### config.mk
export PLATFORM = sky130hd
export DESIGN_NAME = me2_redirect_ctrl
export DESIGN_NICKNAME = d
export VERILOG_FILES = /design/src/rtl/me2_redirect_ctrl.sv
export SDC_FILE = /design/constraint.sdc
export NUM_CORES = 1
export LEC_CHECK = 0
export ABC_AREA = 1
export CAP_MARGIN = 40
export CORE_MARGIN = 2
export CORE_UTILIZATION = 49
export CTS_BUF_LIST = sky130_fd_sc_hd__clkbuf_4
export CTS_CLUSTER_DIAMETER = 200
export DETAILED_ROUTE_END_ITERATION = 8
export PLACE_DENSITY_LB_ADDON = 0.25
export SETUP_SLACK_MARGIN = 0.1
export SYNTH_ARGS = -nofsm -noshare
export SYNTH_HDL_FRONTEND = slang
export SYNTH_SLANG_ARGS = --single-unit
export TNS_END_PERCENT = 5
### constraint.sdc
create_clock -name CLK -period 2.4 [get_ports CLK]
set_input_delay 0.48 -clock CLK [delete_from_list [all_inputs] [get_ports CLK]]
set_output_delay 0.48 -clock CLK [all_outputs]
set_load 0.05 [all_outputs]
### src/rtl/me2_redirect_ctrl.sv
// ME2 branch-redirect controller: registers a taken branch as a handshaked
// fetch redirect and holds flush through a programmable drain window.
module me2_redirect_ctrl #(
    parameter int ADDR_W       = 32,
    parameter int FLUSH_CYCLES = 2,
    parameter int CNT_W        = 16
) (
    input  logic              CLK,
    input  logic              RST,
    input  logic              me2_valid,
    input  logic              me2_pcsrc,
    input  logic [ADDR_W-1:0] me2_target,
    output logic              fe_redirect_valid,
    output logic [ADDR_W-1:0] fe_redirect_pc,
    input  logic              fe_redirect_ready,
    output logic              flush,
    output logic              busy,
    output logic [CNT_W-1:0]  redirect_count
);

    typedef enum logic [1:0] {
        IDLE  = 2'd0,
        REQ   = 2'd1,
        DRAIN = 2'd2
    } state_t;

    localparam logic [3:0] DRAIN_INIT =
        4'((FLUSH_CYCLES == 0) ? 0 : FLUSH_CYCLES - 1);
    localparam logic [CNT_W-1:0] CNT_ONE = {{(CNT_W-1){1'b0}}, 1'b1};

    state_t            state;
    logic [3:0]        drain_cnt;
    logic [ADDR_W-1:0] pc_q;
    logic [CNT_W-1:0]  cnt_q;
    logic              valid_q;
    logic              flush_q;
    logic              busy_q;

    always_ff @(posedge CLK) begin
        if (RST) begin
            state     <= IDLE;
            drain_cnt <= 4'd0;
            pc_q      <= '0;
            cnt_q     <= '0;
            valid_q   <= 1'b0;
            flush_q   <= 1'b0;
            busy_q    <= 1'b0;
        end else begin
            unique case (state)
                IDLE: begin
                    if (me2_valid && me2_pcsrc) begin
                        pc_q    <= {me2_target[ADDR_W-1:1], 1'b0};
                        state   <= REQ;
                        valid_q <= 1'b1;
                        flush_q <= 1'b1;
                        busy_q  <= 1'b1;
                    end
                end
                REQ: begin
                    // ME2 inputs are wrong-path here and deliberately ignored
                    if (fe_redirect_ready) begin
                        cnt_q   <= cnt_q + CNT_ONE;
                        valid_q <= 1'b0;
                        if (FLUSH_CYCLES == 0) begin
                            state   <= IDLE;
                            flush_q <= 1'b0;
                            busy_q  <= 1'b0;
                        end else begin
                            drain_cnt <= DRAIN_INIT;
                            state     <= DRAIN;
                        end
                    end
                end
                DRAIN: begin
                    if (drain_cnt == 4'd0) begin
                        state   <= IDLE;
                        flush_q <= 1'b0;
                        busy_q  <= 1'b0;
                    end else begin
                        drain_cnt <= drain_cnt - 4'd1;
                    end
                end
                default: begin
                    state   <= IDLE;
                    valid_q <= 1'b0;
                    flush_q <= 1'b0;
                    busy_q  <= 1'b0;
                end
            endcase
        end
    end

    assign fe_redirect_valid = valid_q;
    assign fe_redirect_pc    = pc_q;
    assign flush             = flush_q;
    assign busy              = busy_q;
    assign redirect_count    = cnt_q;

endmodule
==> results of run 1 <==
[layer usage]
metal / wire, um / global-route usage / up-vias
met5: 0 / 0 / -
met4: 48 / 0.0606 / 0
met3: 431 / 0.0700 / 4
met2: 2480 / 0.353 / 77
met1: 2310 / 0.233 / 1011
li1: - / - / 1191
[report_power, final]
group	switching (uW)	internal (uW)	leakage, uW
clock network	282	214	0.0000373
registers	25.6	959	0.000449
logic	258	162	0.000781
total	566	1340	0.00127
[sequential cells by signal, indices dropped and copies added, names as in the netlist]
| name | count |
|---|---|
| busy | 1 |
| redirect_count | 16 |
| state | 2 |
| fe_redirect_pc | 31 |
| fe_redirect_valid | 1 |
| drain_cnt | 4 |
[layout make-up]
class | count | area share
sequential | 55 | 0.333
tap | 54 | 0.0204
clock buffer | 5 | 0.0114
clock inverter | 2 | 0.0114
inverter | 28 | 0.0318
multi-input combinational | 229 | 0.324
timing repair buffer | 88 | 0.268
[synth_stat cells]
master | n | share of area
inv_1 | 23 | 0.037
nand2_1 | 44 | 0.070
nand4_1 | 8 | 0.021
clkbuf_1 | 4 | 0.0064
inv_2 | 4 | 0.0064
nor2_1 | 92 | 0.15
a21oi_1 | 10 | 0.021
nand2_2 | 3 | 0.0080
o21a_1 | 1 | 0.0032
nor3_1 | 2 | 0.0042
nand3_2 | 2 | 0.0085
nand3_4 | 1 | 0.0074
buf_4 | 7 | 0.022
o21ai_1 | 3 | 0.0064
clkinv_1 | 1 | 0.0016
nand2_4 | 1 | 0.0048
clkbuf_2 | 1 | 0.0021
ha_1 | 2 | 0.011
o21ai_0 | 37 | 0.079
buf_2 | 2 | 0.0042
nor2_2 | 6 | 0.016
nor2_4 | 3 | 0.014
dfxtp_1 | 55 | 0.47
nand3_1 | 11 | 0.023
xor2_1 | 1 | 0.0037
conb_1 | 1 | 0.0016
o211a_1 | 1 | 0.0042
[cell families (layout without fill, tap and decap cells)]
group	count (synthesis)	after routing
AOI/OAI and AO/OA	52	52
xor gates and xnor gates	1	1
adders and majority gates	2	2
buffers and inverters	42	123
DFF	55	55
other	1	1
and+or+nand+nor	173	173
[worst max-delay path by stage]
stage,endpoint,depth (start not counted),start
final,redirect_count[2],1,redirect_count[2]$_SDFFE_PP0P_
after global routing,redirect_count[2],1,redirect_count[2]$_SDFFE_PP0P_
after CTS,redirect_count[2],1,redirect_count[2]$_SDFFE_PP0P_
after detailed placement,fe_redirect_pc[11]$_SDFFE_PP0P_,7,me2_valid
after global placement,redirect_count[15]$_SDFFE_PP0P_,8,fe_redirect_ready
after floorplan,redirect_count[6]$_SDFFE_PP0P_,6,redirect_count[0]$_SDFFE_PP0P_
[metrics by stage]
| step | power, uW | instances | instance area (um2) | hold slack (ns) | setup slack [ns] |
|---|---|---|---|---|---|
| floorplan | 1270 | 326 | 2360 | 0.440 | 0.796 |
| global placement | 1420 | 454 | 3230 | 0.455 | 0.540 |
| detailed placement | 1430 | 454 | 3230 | 0.470 | 0.513 |
| CTS | 1920 | 461 | 3300 | 0.493 | 0.180 |
| global route | 1990 | 461 | 3300 | 0.521 | 0.104 |
| finish | 1900 | 461 | 3300 | 0.489 | 0.182 |
==> impl_metrics.tcl, run 1 <==
set metrics [dict create \
    status "complete, no violations" \
    fin_util 0.704 \
    worst_hold_startpoint "drain_cnt[1]$_SDFFE_PP0P_" \
    die-area_um2 5380 \
    r2r-end "redirect_count[6]$_SDFFE_PP0P_" \
    avgSynthCellArea_um2 7.23 \
    syn_to_final_growth_pct 40.1 \
    grt.total_usage 0.202 \
    finalMaxSlewViolations 0 \
    yosysSeqAreaShare 0.467 \
    crit_chain "clkdlybuf4s50_1" \
    period_share 0.924 \
    dp_hpwl_um 3780 \
    worstPathBufferInverterCount 1 \
    max_cap_viol_count 0 \
    synth_simple_gate_area_frac 0.324 \
    hold_buffers 0 \
    min_path_type "flop to flop" \
    antenna_found_initial 0 \
    drt_iter0_drc 98 \
    layout_common_cells "92 x nor2_1, 85 x clkdlybuf4s50_1, 55 x dfxtp_1" \
    layout_commonest_cell "nor2_1" \
    clkLatencyLatePin_ns 0.37 \
    reg2reg_depth 6 \
    regToRegSetupSlack_ns 1.00 \
    crit_family "buffers and inverters" \
    critical-path-max-stage-delay_ns 0.86 \
    synth.area.mux_share 0 \
    routed_via_density 4.95 \
    netlist_area_um2 2360 \
    initial_utilization 0.503 \
    r2r_start "redirect_count[0]$_SDFFE_PP0P_" \
    root_buffer "clkbuf_4" \
    synth_cell_types 27 \
    wl_per_cell_um 11.4 \
    worstMarginPinSlew_ns 0.550 \
    hold_viol 0 \
    synth_xor_area_frac 0.00371 \
    max_freq_ghz 0.451 \
    peakVddDrop_mv 0.365 \
    numCtsBuffers 5 \
    coreArea_um2 4690 \
    dr.pass1.iters 4 \
    register_area_um2 1100 \
    row_count 25 \
    vias 2283 \
    grt_start_max_net_pins 41 \
    multi_input_area_um2 1070 \
    grt_pass1_vias 2058 \
    cts_tree "done" \
    p_leak_uw 0.00127 \
    worstSetupPathType "flop to output pin" \
    finalSetupViolCount 0 \
    slew_headroom 0.633 \
    required_ns 1.92 \
    wl_um 5270 \
    drive_gt1_frac 0.0737 \
    pin_count 88 \
    final.min_clock_period_ns 2.22 \
    setup_tns_ns 0 \
    grt_remaining_overflow 0 \
    cp-end-kind "output pin" \
    antenna_cells 0 \
    drc_errors 0 \
    synthAdderAreaFrac 0.0106 \
    htreeDepth 2 \
    grt_pass1_wl_um 8650 \
    rsz0062_at_grt "no" \
    clkSinkCount 55 \
    gp_congestion 0.863 \
    holdPathStages 2 \
    io_buffers 85 \
    crit_slowest_cell "clkdlybuf4s50_1" \
    synth_compound_area_frac 0.114 \
    post_cts_buffers 0 \
    fp.dieW_um 73.4 \
    clockBufferDepth 2 \
    clkTransAtPathRegs_ns 0.15 \
    cp_max_fo 8 \
    synth-seq-cells 55 \
    fillCellCount 398 \
    final.setup_skew_ns 0.00852 \
    fp.dieH_um 73.4 \
    power_density_nw_per_um2 575 \
    final_antenna_net_count 0 \
    cts.repair.resized 0 \
    worstPathArrival_ns 1.74 \
    yosysWarnings 0 \
    final_nets 446 \
    synth_top_family_by_area "simple AND/OR/NAND/NOR gates" \
    synth_cells 326 \
    cp-start-kind "flop" \
    min_to "drain_cnt[1]$_SDFFE_PP0P_" \
    synth_nets 365 \
]
(Power assumes the default switching activity.)
==> run 2, diff against run 1 <==
Settings changed: CAP_MARGIN 40 to not set, GPL_ROUTABILITY_DRIVEN set to 0.
==> results of run 2 <==
Same layout as run 1: the final DEF is identical, and so are final timing and power.
